`src/rtl/mem_arb_pkg.sv`:
```
// Shared types and width helpers for the SRAM port arbiter.
// Optional feature macro used by the arbiter: MEM_ARB_PRI0_EN.
package mem_arb_pkg;

  typedef enum logic {
    IDLE = 1'b0,
    LOCK = 1'b1
  } state_t;

  function automatic int req_idx_w(input int num_req);
    return (num_req < 2) ? 1 : $clog2(num_req);
  endfunction

  function automatic int burst_cnt_w(input int max_burst);
    return $clog2(max_burst + 1);
  endfunction

  localparam int REQ_IDX_W   = req_idx_w(4);
  localparam int BURST_CNT_W = burst_cnt_w(16);

endpackage

```
`src/rtl/mem_port_arbiter_rr_pick.sv`:
```
// Combinational rotating-priority picker: first set request at or after
// rr_ptr, wrapping, returned both one-hot and as an index.
module rr_pick #(
  parameter int NUM_REQ = 4,
  parameter int IDX_W   = 2
) (
  input  logic [NUM_REQ-1:0] req,
  input  logic [IDX_W-1:0]   rr_ptr,
  output logic [NUM_REQ-1:0] onehot,
  output logic [IDX_W-1:0]   idx
);

  always_comb begin
    logic             found;
    logic [IDX_W:0]   pos;
    logic [IDX_W-1:0] slot;
    // NOTE: every output and temporary gets a default first, so no path
    // through the loop can leave a value unassigned and infer a latch.
    onehot = '0;
    idx    = '0;
    found  = 1'b0;
    pos    = '0;
    slot   = '0;
    for (int k = 0; k < NUM_REQ; k++) begin
      pos = {1'b0, rr_ptr} + (IDX_W+1)'(k);
      if (pos >= (IDX_W+1)'(NUM_REQ)) pos = pos - (IDX_W+1)'(NUM_REQ);
      slot = pos[IDX_W-1:0];
      if (!found && req[slot]) begin
        found        = 1'b1;
        onehot[slot] = 1'b1;
        idx          = slot;
      end
    end
  end

endmodule

```
`src/rtl/mem_port_arbiter.sv`:
```
// Round-robin arbiter for one SRAM port with locked bursts and read return.
// Define MEM_ARB_PRI0_EN to give requester 0 absolute priority when idle.
module mem_port_arbiter
  import mem_arb_pkg::*;
#(
  parameter int NUM_REQ    = 4,
  parameter int ADDR_WIDTH = 10,
  parameter int DATA_WIDTH = 32,
  parameter int MAX_BURST  = 16
) (
  input  logic                          clk,
  input  logic                          rst,
  input  logic [NUM_REQ-1:0]            req,
  input  logic [NUM_REQ-1:0]            req_wr,
  input  logic [NUM_REQ-1:0]            req_last,
  input  logic [NUM_REQ*ADDR_WIDTH-1:0] req_addr,
  input  logic [NUM_REQ*DATA_WIDTH-1:0] req_wdata,
  output logic [NUM_REQ-1:0]            gnt,
  output logic [NUM_REQ-1:0]            rvalid,
  output logic [DATA_WIDTH-1:0]         rdata,
  output logic [ADDR_WIDTH-1:0]         ram_addr,
  output logic                          ram_rd,
  output logic                          ram_wr,
  output logic [DATA_WIDTH-1:0]         ram_wdata,
  input  logic [DATA_WIDTH-1:0]         ram_rdata
);

  localparam int IDX_W = req_idx_w(NUM_REQ);
  localparam int CNT_W = burst_cnt_w(MAX_BURST);
  localparam logic [CNT_W-1:0] BURST_MAX = CNT_W'(MAX_BURST);

  state_t             state_q, state_d;
  logic [IDX_W-1:0]   rr_ptr_q, rr_ptr_d;
  logic [IDX_W-1:0]   owner_q, owner_d;
  logic [CNT_W-1:0]   beat_cnt_q, beat_cnt_d, beat_cnt_inc;
  logic [NUM_REQ-1:0] pick_req, pick_onehot, gnt_vec, rvalid_q;
  logic [IDX_W-1:0]   pick_idx, gnt_idx;
  logic               gnt_any, gnt_wr, gnt_last;

  // Requester 0 is handled outside the rotation when it has priority.
`ifdef MEM_ARB_PRI0_EN
  assign pick_req = req & ~NUM_REQ'(1);
`else
  assign pick_req = req;
`endif

  rr_pick #(
    .NUM_REQ (NUM_REQ),
    .IDX_W   (IDX_W)
  ) u_rr_pick (
    .req     (pick_req),
    .rr_ptr  (rr_ptr_q),
    .onehot  (pick_onehot),
    .idx     (pick_idx)
  );

  function automatic logic [IDX_W-1:0] next_ptr(input logic [IDX_W-1:0] i);
    logic [IDX_W-1:0] n;
    n = (i == IDX_W'(NUM_REQ - 1)) ? '0 : i + IDX_W'(1);
`ifdef MEM_ARB_PRI0_EN
    if (n == '0) n = IDX_W'(1);
`endif
    return n;
  endfunction

  always_comb begin
    gnt_vec = '0;
    gnt_idx = '0;
    if (!rst) begin
      if (state_q == LOCK) begin
        gnt_idx = owner_q;
        gnt_vec = req & (NUM_REQ'(1) << owner_q);
      end else begin
`ifdef MEM_ARB_PRI0_EN
        if (req[0]) begin
          gnt_vec = NUM_REQ'(1);
        end else begin
          gnt_vec = pick_onehot;
          gnt_idx = pick_idx;
        end
`else
        gnt_vec = pick_onehot;
        gnt_idx = pick_idx;
`endif
      end
    end
  end

  assign gnt      = gnt_vec;
  assign gnt_any  = |gnt_vec;
  assign gnt_wr   = req_wr[gnt_idx];
  assign gnt_last = req_last[gnt_idx];

  assign ram_addr  = gnt_any ? req_addr[gnt_idx*ADDR_WIDTH +: ADDR_WIDTH] : '0;
  assign ram_wdata = gnt_any ? req_wdata[gnt_idx*DATA_WIDTH +: DATA_WIDTH] : '0;
  assign ram_rd    = gnt_any & ~gnt_wr;
  assign ram_wr    = gnt_any & gnt_wr;

  // Only accepted beats move the FSM; owner gaps leave the lock untouched.
  always_comb begin
    state_d      = state_q;
    rr_ptr_d     = rr_ptr_q;
    owner_d      = owner_q;
    beat_cnt_d   = beat_cnt_q;
    beat_cnt_inc = beat_cnt_q + CNT_W'(1);
    if (gnt_any) begin
      if (state_q == IDLE) begin
        if (gnt_last) begin
          rr_ptr_d = next_ptr(gnt_idx);
        end else begin
          state_d    = LOCK;
          owner_d    = gnt_idx;
          beat_cnt_d = CNT_W'(1);
        end
      end else if (gnt_last || beat_cnt_inc == BURST_MAX) begin
        state_d    = IDLE;
        rr_ptr_d   = next_ptr(owner_q);
        beat_cnt_d = '0;
      end else begin
        beat_cnt_d = beat_cnt_inc;
      end
    end
  end

  always_ff @(posedge clk) begin
    // NOTE: state registers use non-blocking assignments so every flop
    // samples pre-edge values regardless of statement order.
    if (rst) begin
      state_q    <= IDLE;
      rr_ptr_q   <= '0;
      owner_q    <= '0;
      beat_cnt_q <= '0;
      rvalid_q   <= '0;
    end else begin
      state_q    <= state_d;
      rr_ptr_q   <= rr_ptr_d;
      owner_q    <= owner_d;
      beat_cnt_q <= beat_cnt_d;
      rvalid_q   <= gnt_vec & {NUM_REQ{~gnt_wr}};
    end
  end

  // Masking with rst keeps a read granted just before reset from surfacing.
  assign rvalid = rvalid_q & {NUM_REQ{~rst}};
  assign rdata  = ram_rdata;

endmodule

```
`config.mk`:
```
export PLATFORM = sky130hd
export DESIGN_NAME = mem_port_arbiter
export DESIGN_NICKNAME = d
export VERILOG_FILES = /design/src/rtl/mem_arb_pkg.sv /design/src/rtl/mem_port_arbiter_rr_pick.sv /design/src/rtl/mem_port_arbiter.sv
export SDC_FILE = /design/constraint.sdc
export NUM_CORES = 1
export LEC_CHECK = 0
export CORE_AREA = 3 3 114 116
export DETAILED_ROUTE_END_ITERATION = 8
export DIE_AREA = 0 0 117 119
export PLACE_DENSITY = 0.75
export SLEW_MARGIN = 20
export SYNTH_ARGS = -nofsm -noshare
export SYNTH_HDL_FRONTEND = slang
export SYNTH_SLANG_ARGS = --single-unit
export TNS_END_PERCENT = 1
```
`constraint.sdc`:
```
create_clock -name clk -period 2.95 [get_ports clk]
set_input_delay 0.295 -clock clk [delete_from_list [all_inputs] [get_ports clk]]
set_output_delay 0.295 -clock clk [all_outputs]
set_load 0.1 [all_outputs]
```
# After elaboration in Yosys (flattened, before gate mapping)
# Index checks and enable logic that the tools add are counted.
op_classes:
  n_lt_le_gt_ge: 13
  shift: 3
  eq_ne: 5
  reduce_logical: 16
  mux: 52
  n_addsub: 10
  bitwise_logic: 12
  n_mul: 1
ops:
  columns: ["op", "n"]
  rows:
  - ["128-bit by 8-bit indexed part select with 32-bit output", 1]
  - ["40-bit by 7-bit indexed part select with 10-bit output", 1]
  - ["32-bit two-way mux", 1]
  - ["2-bit two-way mux", 15]
  - ["4-bit two-way mux", 6]
  - ["1-bit two-way mux", 16]
  - ["2-bit by 3-bit less-than comparator with 1-bit output (second input constant)", 5]
  - ["5-bit two-way mux", 3]
  - ["4-bit bitwise AND", 3]
  - ["1-bit binary-select mux with 2-bit select", 6]
  - ["4-bit OR", 3]
  - ["10-bit two-way mux", 1]
  - ["3-bit greater-or-equal comparator (second input constant)", 3]
  - ["1-bit demux with 2-bit select", 4]
  - ["2-bit by 1-bit greater-or-equal comparator with 1-bit output (second input constant)", 4]
  - ["2-bit by 1-bit subtractor with 2-bit output (second input constant)", 4]
  - ["1-bit logical AND", 7]
  - ["2-bit by 2-bit adder with 3-bit output (second input constant)", 2]
  - ["3-bit AND reduction", 2]
  - ["5-bit by 1-bit adder with 5-bit output (second input constant)", 1]
  - ["5-bit equality test (second input constant)", 1]
  - ["2-bit by 3-bit multiplier with 5-bit output (second input constant)", 1]
  - ["2-bit by 1-bit adder with 2-bit output (second input constant)", 2]
  - ["2-bit equality test (second input constant)", 2]
  - ["12 further kinds", 18]
totals:
  reg_bits: 14
  out_inout_bits: 84

# Logic depth before layout (Yosys ltp)
# Gate-level depths: netlist of the first run.
logic_depth:
  word_depth: 21
  ltp_mapped: 15
  mapped_depth_nobuf: 11

# Cells and area by module
# Synthesis of the first run repeated with hierarchy kept, for this count alone.
hier_totals:
  hier_cells: 294
  hier_area_um2: 3027.9
by_module_without_submodules:
  columns: ["mod", "seq_area_each_um2", "n_inst", "area_per_inst_um2", "cells_each"]
  rows:
  - ["mem_port_arbiter", 280.3, 1, 2588.7, 246]
  - ["rr_pick", 0.0, 1, 439.2, 48]

# Least setup slack after synthesis of the first run
# OpenSTA, ideal clock, no wires.
synth_path:
  path_type: "reg-to-output"
  start: "reg rr_ptr_q[1]"
  end: "out ram_wdata[10]"
  arrival_time_ns: 5.083
  required_ns: 2.655
  path_slack_ns: -2.428
  stages_incl_launch_ff: 12
  path_cell_list: "dfxtp_1 > buf_2 > inv_1 > ha_1 > or3b_1 > a2111oi_4 > o31ai_1 > a311o_1 > and4_4 > buf_2 > clkbuf_1 > a211oi_1"
synth_via:
  elab_chain_len: 18
  elab_cells_between_ends: 70
synth_lines:
  columns: ["item", "line", "rtl"]
  rows:
  - ["start, declared", "mem_port_arbiter.sv:33", "logic [IDX_W-1:0] rr_ptr_q, rr_ptr_d;"]
  - ["start signal, assigned", "mem_port_arbiter.sv:136", "rr_ptr_q <= rr_ptr_d;"]
  - ["parallel branches: the longest is 17 deep, another holds 2-bit by 1-bit adder with 3-bit output", null, null]
  - ["32-bit two-way mux *", "mem_port_arbiter.sv:95", "assign ram_wdata = gnt_any ? req_wdata[gnt_idx*DATA_WIDTH +: DATA_WIDTH] : '0;"]
  - ["end, declared", "mem_port_arbiter.sv:24", "output logic [DATA_WIDTH-1:0] ram_wdata,"]
# Every way passes the cells marked *. The select of a mux whose other input is x is not followed.

# Worst setup path in the final report of the first run
layout_path:
  start: "reg rr_ptr_q[0]"
  end: "out ram_wdata[18]"
# The elaborated chain is that of the path after synthesis.

==> flow_summary_export.csv, run 1 <==
group,metric,value,unit
status,run_status,"finished, violations left",
status,violations_in_the_final_reports,"negative setup slack",
detailed_routing,met3_length,998,um
floorplan,floorplan.initialDensity,27.2,%
placed_design,globalplace.congestion,1.01,
run,maxCapViolations,0,
cells_and_area,finalInstanceArea,0.00742,mm^2
grt,globalRoute.totalOverflow,0,
setup_path,worst_ep_arrival_time,3200,ps
cells_and_area,areaGrowthSynthToFinish,127,%
timing,worst_clock_skew,2.86,ps
placed_design,numPlacedInstances,802,
cells_and_area,drive_gt1_share,36.9,%
cells_and_area,n_fill_cell,953,
hold_path,hold_class,"register to register",
logic_synthesis,synth-edff-count,0,
setup_path,crit_required,2650,ps
floorplan,placementRows,40,
grt,via_count_of_the_first_global_routing_pass,4575,
setup_path,startpoint_class_of_the_critical_path,"register",
detailed_routing,routed-via-count,4197,
setup_path,most_frequent_cp_cell,"sky130_fd_sc_hd__buf_12",
logic_synthesis,synth_top_family_by_area,"compound AO/OA/AOI/OAI gates",
logic_synthesis,post_synth_xor_area_fraction,0,%
timing,maxSlewViolCount,0,
timing,hold_violations,0,
clock_tree,cts-buffers-inserted,3,
timing,min_period,3490,ps
grt,grt_max_degree,32,
setup_path,slowest_stage,"sky130_fd_sc_hd__or3b_4",
timing,setup_repair_after_global_routing_missed_its_margin,"true",
logic_synthesis,synth_seq_area_share,8.57,%
detailed_routing,routed_via_density,5.19,
power,power.static_leakage,2.71,nW
clock_tree,cts.clk_slew.worst_paths,50,ps
logic_synthesis,synth.top_cell.area_share,19.7,%
cells_and_area,final_nets,890,
timing,period_share,118,%
grt,number_of_antenna_violations_at_the_first_check_in_global_routing,0,
timing,finalSetupViolations,53,
logic_synthesis,synthAdderAreaFrac,5.35,%
logic_synthesis,synth_mux_area_share,18.7,%
setup_path,path_max_fanout,19,
logic_synthesis,post_synthesis_instance_area,0.00327,mm^2
cells_and_area,num_antenna_cells,0,
logic_synthesis,synth.net_count,640,
floorplan,core_region_area,0.0120,mm^2
detailed_routing,detailed_router_iteration_count_before_antenna_repair,4,
clock_tree,cts.htree.levels,1,
cells_and_area,multi_input_area,0.00322,mm^2
logic_synthesis,synth_warn,0,
floorplan,floorplan.io_pins,298,
detailed_routing,ant_nets,0,
logic_synthesis,synth_simple_gate_area_share,18.2,%
detailed_routing,top_layer,"met4",
logic_synthesis,ys_async_sr_fraction,0,%
timing,fin_ws,-543,ps
setup_path,worst-setup-path-type,"register to output pin",
logic_synthesis,synth_compound_gate_area_share,33.5,%
timing,setup-tns-final,-23500,ps
logic_synthesis,yosys.cell_types.count,52,
detailed_routing,dr.first_iter.drc_count,145,
clock_tree,clock_sink_count,14,
clock_tree,cts_tree,"done",
power,power-per-cell-area,1330,mW/mm^2
logic_synthesis,synth.largest_area_cell,"sky130_fd_sc_hd__a211oi_1",
timing,fmax,286,MHz
placed_design,post_dp_cell_area,0.00706,mm^2
timing,max_slew.worst_pin.slew,471,ps
floorplan,die-area,0.0139,mm^2
grt,globalRouteTotalUtil,21.4,%
clock_tree,cts_buffer_depth,2,
logic_synthesis,synthesized_flop_and_latch_total,14,
logic_synthesis,yosys_most_used_dff,"sky130_fd_sc_hd__dfxtp_1",
detailed_routing,routed_wirelength,15400,um
power,power.total,9.86,mW
power,worst_ir_drop_vdd,1240,uV
floorplan,die_h,119,um
cells_and_area,final_core_utilization,61.8,%
floorplan,fp.dieW,117,um
detailed_routing,drc,0,
logic_synthesis,synth_area_leaders,"sky130_fd_sc_hd__a211oi_1, sky130_fd_sc_hd__mux2i_1, sky130_fd_sc_hd__nor2b_1",
cells_and_area,final_cell_count_no_fill,808,
logic_synthesis,post_synthesis_mean_instance_area,7.94,um^2
timing,relative_slew_slack,68.5,%
setup_path,worst_path_largest_cell_delay,390,ps
detailed_routing,detail_route_met2_wl,8290,um
placed_design,place_worst_setup_slack,-669,ps
placed_design,hpwlAfterDp,12700,um
placed_design,port_buffers,233,
setup_path,element_type_at_the_critical_path_end,"output pin",
detailed_routing,wire_length_per_cell,19.1,um
detailed_routing,met1Wirelength,5680,um
setup_path,cp_cell_sequence,"inv_2 > ha_4 > or3b_4 > a2111oi_4 > buf_4 > o31ai_1 > a311o_1 > and4_4 > buf_12 > a211oi_4 > buf_12",
cells_and_area,seq_cell_area,283,um^2
grt,grt_pass1_wl,23900,um
timing,worst_hold_margin,513,ps
clock_tree,ctsRootBufferMaster,"sky130_fd_sc_hd__clkbuf_16",
logic_synthesis,postSynthCellCount,412,
clock_tree,insertion_delay,240,ps
[critical path: cells and delay by family, from the launching register on]
kind	cells	cell delay [ps]
simple gates	2	640
buf+inv	4	670
compound gates	4	1060
fa+ha+maj	1	240
flops	1	330
[cells in the final DEF (no fill, tap or decap), types with 3 or more instances in the layout]
cell	n
sky130_fd_sc_hd__ha_1	13
sky130_fd_sc_hd__clkbuf_16	3
sky130_fd_sc_hd__inv_2	4
sky130_fd_sc_hd__o21a_1	6
sky130_fd_sc_hd__a211oi_4	42
sky130_fd_sc_hd__a211oi_1	16
sky130_fd_sc_hd__mux4_2	3
sky130_fd_sc_hd__a21oi_1	15
sky130_fd_sc_hd__buf_12	58
sky130_fd_sc_hd__o31ai_1	6
sky130_fd_sc_hd__nand3_1	3
sky130_fd_sc_hd__a211oi_2	30
sky130_fd_sc_hd__mux2i_2	7
sky130_fd_sc_hd__clkdlybuf4s50_1	180
sky130_fd_sc_hd__nor2b_1	50
sky130_fd_sc_hd__nand2_1	15
sky130_fd_sc_hd__nor2_1	10
sky130_fd_sc_hd__and3_1	3
sky130_fd_sc_hd__buf_4	70
sky130_fd_sc_hd__a311o_1	4
sky130_fd_sc_hd__inv_1	9
sky130_fd_sc_hd__mux2i_1	44
sky130_fd_sc_hd__buf_6	4
sky130_fd_sc_hd__nor3_1	4
sky130_fd_sc_hd__dfxtp_1	12
[logic make-up (layout without fill, tap and decap cells)]
group | after synthesis | in the layout
flops | 14 | 14
buf+inv | 85 | 334
compound gates | 142 | 142
fa+ha+maj | 14 | 14
mux | 57 | 57
simple gates | 100 | 100
[power by group]
part	total (mW)	leakage (nW)	internal, mW	switching (mW)
Combinational	9.32	2.55	3.59	5.72
Clock	0.280	0.0442	0.205	0.0751
Sequential	0.264	0.115	0.236	0.0287
[repair_timing]
item / 4_1_cts / 5_1_grt
pin swaps: 15 / 9
endpoints found under the setup margin: 58 / 58
cloned: 1 / 0
resized for setup: 40 / 11
setup buffers: 1 / 0
hold buffers: 0 / 0
endpoints found under the hold margin: 0 / 0
[final timing paths]
path | slack, ps | to | cells past startpoint | startpoint
worst max-delay path | -540 | ram_wdata[18] | 11 | rr_ptr_q[0]
worst min register to register | 510 | beat_cnt_q[3] | 1 | beat_cnt_q[3]
worst min-delay path | 510 | beat_cnt_q[3] | 1 | beat_cnt_q[3]
worst max register to register | -240 | owner_q[1] | 14 | rr_ptr_q[0]
[state kept, by name (all words and copies together) (netlist names)]
register / cells
beat_cnt_q: 5
owner_q: 2
rr_ptr_q: 2
rvalid_q: 4
state_q: 1
[final cells by class]
type                            instances  area share (%)
Timing Repair Buffer                  315            48.3
Multi-Input combinational cell        313            43.4
Sequential cell                        14            3.81
Tap cell                              147            2.48
Clock buffer                            4            1.20
Inverter                               15           0.792
[layer usage]
metal  GRT usage (%)  vias up
li1                -     1979
met1            25.2     2014
met2            38.4      160
met3            4.88       44
met4            5.66        0
met5               0        -
[cell usage after synthesis (3+ instances only)]
library cell and count:
sky130_fd_sc_hd__a211oi_1 86, sky130_fd_sc_hd__nand2_1 15, sky130_fd_sc_hd__o31ai_1 6, sky130_fd_sc_hd__o2bb2ai_1 3, sky130_fd_sc_hd__mux2i_1 51, sky130_fd_sc_hd__and3_1 3, sky130_fd_sc_hd__buf_4 33, sky130_fd_sc_hd__buf_6 7
sky130_fd_sc_hd__nor2b_1 50, sky130_fd_sc_hd__ha_1 14, sky130_fd_sc_hd__nand3_1 4, sky130_fd_sc_hd__a311o_1 4, sky130_fd_sc_hd__dfxtp_1 14, sky130_fd_sc_hd__clkbuf_1 14, sky130_fd_sc_hd__inv_1 12, sky130_fd_sc_hd__buf_2 15
sky130_fd_sc_hd__mux4_2 3, sky130_fd_sc_hd__a21oi_1 16, sky130_fd_sc_hd__o21a_1 6, sky130_fd_sc_hd__nor2_1 11, sky130_fd_sc_hd__nor3_1 4
(Power assumes the default switching activity.)
==> run 2, diff against run 1 <==
--- a/config.mk
+++ b/config.mk
@@ -5,10 +5,11 @@
 export SDC_FILE = /design/constraint.sdc
 export NUM_CORES = 1
 export LEC_CHECK = 0
-export CORE_AREA = 3 3 114 116
+export ABC_AREA = 1
+export CORE_AREA = 3 3 116 118
 export DETAILED_ROUTE_END_ITERATION = 8
-export DIE_AREA = 0 0 117 119
-export PLACE_DENSITY = 0.75
+export DIE_AREA = 0 0 119 121
+export PLACE_DENSITY = 0.72
 export SLEW_MARGIN = 20
 export SYNTH_ARGS = -nofsm -noshare
 export SYNTH_HDL_FRONTEND = slang
==> run 2 against run 1 <==
Net effect: the run still ends with negative setup slack left; die area increased by 3.4%; final area rose by 2.3%; synthesized cell count increased by 45%; setup slack improved by 520 ps; clock skew fell by 1.9 ps; critical endpoint is now ram_wdata[10].
==> flow_summary_export.csv, run 2 <==
group,metric,value,unit
setup_path,element_type_at_the_critical_path_end,"output pin",
cells_and_area,final_nets,1058,
setup_path,crit-reg2reg-capture,"owner_q[0]",
clock_tree,ctsRootBufferMaster,"sky130_fd_sc_hd__clkbuf_16",
cells_and_area,largest_register,"beat_cnt_q",
detailed_routing,met3_length,1230,um
timing,maxSlewViolCount,0,
timing,relative_slew_slack,60.5,%
timing,period_share,101,%
placed_design,globalplace.congestion,0.854,
setup_path,startpoint_of_the_most_critical_setup_path,"rr_ptr_q[0]",
cells_and_area,areaGrowthSynthToFinish,138,%
grt,grt_max_degree,34,
timing,hold_violations,0,
timing,fin_ws,-18.2,ps
placed_design,port_buffers,233,
cells_and_area,layout.cells.most_common,"sky130_fd_sc_hd__nand2_1",
timing,max_slew.worst_pin.slew,592,ps
floorplan,floorplan.io_pins,298,
floorplan,placementRows,41,
cells_and_area,drive_gt1_share,28.6,%
logic_synthesis,synth_area_leaders,"sky130_fd_sc_hd__nand2_1, sky130_fd_sc_hd__nand3_1, sky130_fd_sc_hd__dfxtp_1",
placed_design,post_dp_cell_area,0.00678,mm^2
floorplan,die_h,121,um
logic_synthesis,synth.top_cell.area_share,32.2,%
setup_path,critPathCapture,"ram_wdata[10]",
floorplan,core_region_area,0.0126,mm^2
setup_path,worst_ep_arrival_time,2670,ps
detailed_routing,routed-via-count,4891,
detailed_routing,routed_via_density,4.89,
detailed_routing,routed_wirelength,17100,um
detailed_routing,drc,0,
status,run_status,"finished, violations left",
grt,number_of_antenna_violations_at_the_first_check_in_global_routing,1,
cells_and_area,layout_top_registers,"beat_cnt_q: 5 flops, rvalid_q: 4 flops",
clock_tree,cts.clk_slew.worst_paths,50,ps
logic_synthesis,synthMostInstantiatedCell,"sky130_fd_sc_hd__nand2_1",
placed_design,hpwlAfterDp,12200,um
grt,globalRoute.totalOverflow,0,
timing,worst_clock_skew,0.922,ps
detailed_routing,dr.first_iter.drc_count,355,
logic_synthesis,synthesized_flop_and_latch_total,14,
clock_tree,cts.htree.levels,1,
logic_synthesis,post_synthesis_instance_area,0.00319,mm^2
timing,fmax,337,MHz
detailed_routing,wire_length_per_cell,17.0,um
timing,finalSetupViolations,2,
timing,setup_repair_after_global_routing_missed_its_margin,"true",
setup_path,startpoint_class_of_the_critical_path,"register",
setup_path,path_max_fanout,16,
logic_synthesis,synthTopCellsByCount,"sky130_fd_sc_hd__nand2_1, sky130_fd_sc_hd__nand3_1, sky130_fd_sc_hd__a31oi_1",
setup_path,reg2reg_from,"rr_ptr_q[0]",
logic_synthesis,synth_warn,0,
cells_and_area,num_antenna_cells,0,
timing,min_period,2970,ps
cells_and_area,n_fill_cell,1097,
logic_synthesis,postSynthCellCount,598,
floorplan,die-area,0.0144,mm^2
detailed_routing,ant_nets,0,
cells_and_area,final_cell_mix,"sky130_fd_sc_hd__nand2_1, sky130_fd_sc_hd__clkdlybuf4s50_1, sky130_fd_sc_hd__nand3_1, sky130_fd_sc_hd__buf_12, sky130_fd_sc_hd__a31oi_4",
setup_path,reg2reg_slack,260,ps
setup_path,worst-setup-path-type,"register to output pin",
hold_path,holdPathStages,2,
detailed_routing,top_layer,"met5",
floorplan,fp.dieW,119,um
hold_path,hold_class,"register to register",
logic_synthesis,synth_seq_area_share,8.80,%
logic_synthesis,yosys.cell_types.count,32,
detailed_routing,detail_route_met2_wl,8340,um
clock_tree,clock_sink_count,14,
setup_path,timing.reg2reg.worst_path_depth,20,
clock_tree,insertion_delay,250,ps
clock_tree,cts_hold_repair_buffers,0,
detailed_routing,detailed_router_iteration_count_before_antenna_repair,5,
grt,globalRouteTotalUtil,21.1,%
logic_synthesis,yosys_most_used_dff,"sky130_fd_sc_hd__dfxtp_1",
logic_synthesis,synth.net_count,826,
logic_synthesis,post_synthesis_mean_instance_area,5.33,um^2
cells_and_area,finalInstanceArea,0.00759,mm^2
status,violations_in_the_final_reports,"negative setup slack",
clock_tree,cts_buffer_depth,2,
logic_synthesis,synth-edff-count,0,
clock_tree,cts_tree,"done",
setup_path,crit_required,2650,ps
floorplan,floorplan.initialDensity,25.3,%
clock_tree,cts-buffers-inserted,3,
grt,grt_pass1_wl,24300,um
run,maxCapViolations,0,
grt,via_count_of_the_first_global_routing_pass,4567,
logic_synthesis,synth.largest_area_cell,"sky130_fd_sc_hd__nand2_1",
cells_and_area,largest_register_ffs,5,
detailed_routing,met1Wirelength,6930,um
logic_synthesis,ys_async_sr_fraction,0,%
[run 2: cell types whose count changed after synthesis, sizes merged, moves of 39 or more]
cell,delta
nand2,+267
a211oi,-88
nand3,+77
mux2i,-50
nor2b,-50
a31oi,+39
[run 2: how the worst min path moves through the flow]
| stage | startpoint | to | slack (ps) |
|---|---|---|---|
| 2_1_floorplan | beat_cnt_q[4] | beat_cnt_q[4] | 470 |
| 3_3_place_gp | beat_cnt_q[4] | beat_cnt_q[4] | 480 |
| 3_5_place_dp | beat_cnt_q[4] | beat_cnt_q[4] | 490 |
| 4_1_cts | beat_cnt_q[4] | beat_cnt_q[4] | 490 |
| 5_1_grt | beat_cnt_q[2] | beat_cnt_q[2] | 530 |
| 6_report | beat_cnt_q[4] | beat_cnt_q[4] | 490 |
[run 2: per-layer routing]
layer | GRT usage (%) | up-vias
li1 | - | 2380
met5 | 0 | -
met3 | 4.43 | 53
met1 | 25.8 | 2228
met2 | 36.9 | 228
met4 | 6.81 | 2
[run 2: what timing repair did]
action	in CTS	in global routing
cloned	7	4
pin swaps	17	13
endpoints found under the setup margin	44	45
setup buffers	15	3
endpoints found under the hold margin	0	0
resized for setup	36	47
[run 2: final cells by class]
type	instances	area, um^2	share of cell area [%]
clock buffers	4	88.8	1.17
inverters	34	150	1.98
multi-input cells	481	3140	41.3
flip-flops and latches	14	285	3.76
well taps	172	215	2.83
repair buffers	296	3720	48.9
[run 2: cells by family (layout without fill, tap and decap cells)]
family	after synthesis	in the layout	synth area share [%]
muxes	1	1	0.314
and+or+nand+nor	398	398	53.6
buffers and inverters	103	334	18.9
xor gates and xnor gates	2	2	0.550
DFF	14	14	8.80
AOI/OAI and AO/OA	66	66	12.3
adders and majority gates	14	14	5.50
[run 2: stage by stage]
stage	setup TNS (ps)	instances	hold slack [ps]	util [%]	setup slack (ps)
floorplan	0	598	468	-	33.5
global placement	0	969	485	53.9	6.25
detailed placement	0	969	487	53.9	7.65
CTS	-464	995	495	58.2	-50.4
global route	-5390	1001	526	60.4	-168
finish	-19.9	1001	491	60.4	-18.2
[run 2: critical path, cell delays in order (launching register included)]
cell and delay [ps]:
sky130_fd_sc_hd__dfxtp_4 380, sky130_fd_sc_hd__inv_6 40, sky130_fd_sc_hd__buf_12 130, sky130_fd_sc_hd__nand2_2 60, sky130_fd_sc_hd__nand2_2 50, sky130_fd_sc_hd__nand2_2 80
sky130_fd_sc_hd__nand2_4 90, sky130_fd_sc_hd__buf_12 140, sky130_fd_sc_hd__nor2_8 120, sky130_fd_sc_hd__nand2_2 80, sky130_fd_sc_hd__nand3_2 80, sky130_fd_sc_hd__nand3_4 100
sky130_fd_sc_hd__nand2_8 130, sky130_fd_sc_hd__buf_8 140, sky130_fd_sc_hd__bufbuf_16 290, sky130_fd_sc_hd__nand2_1 120, sky130_fd_sc_hd__a31oi_4 190, sky130_fd_sc_hd__buf_12 200
Power of run 2 is not shown: default switching activity piles up to over one toggle a cycle in this logic, so the estimate is an artifact.
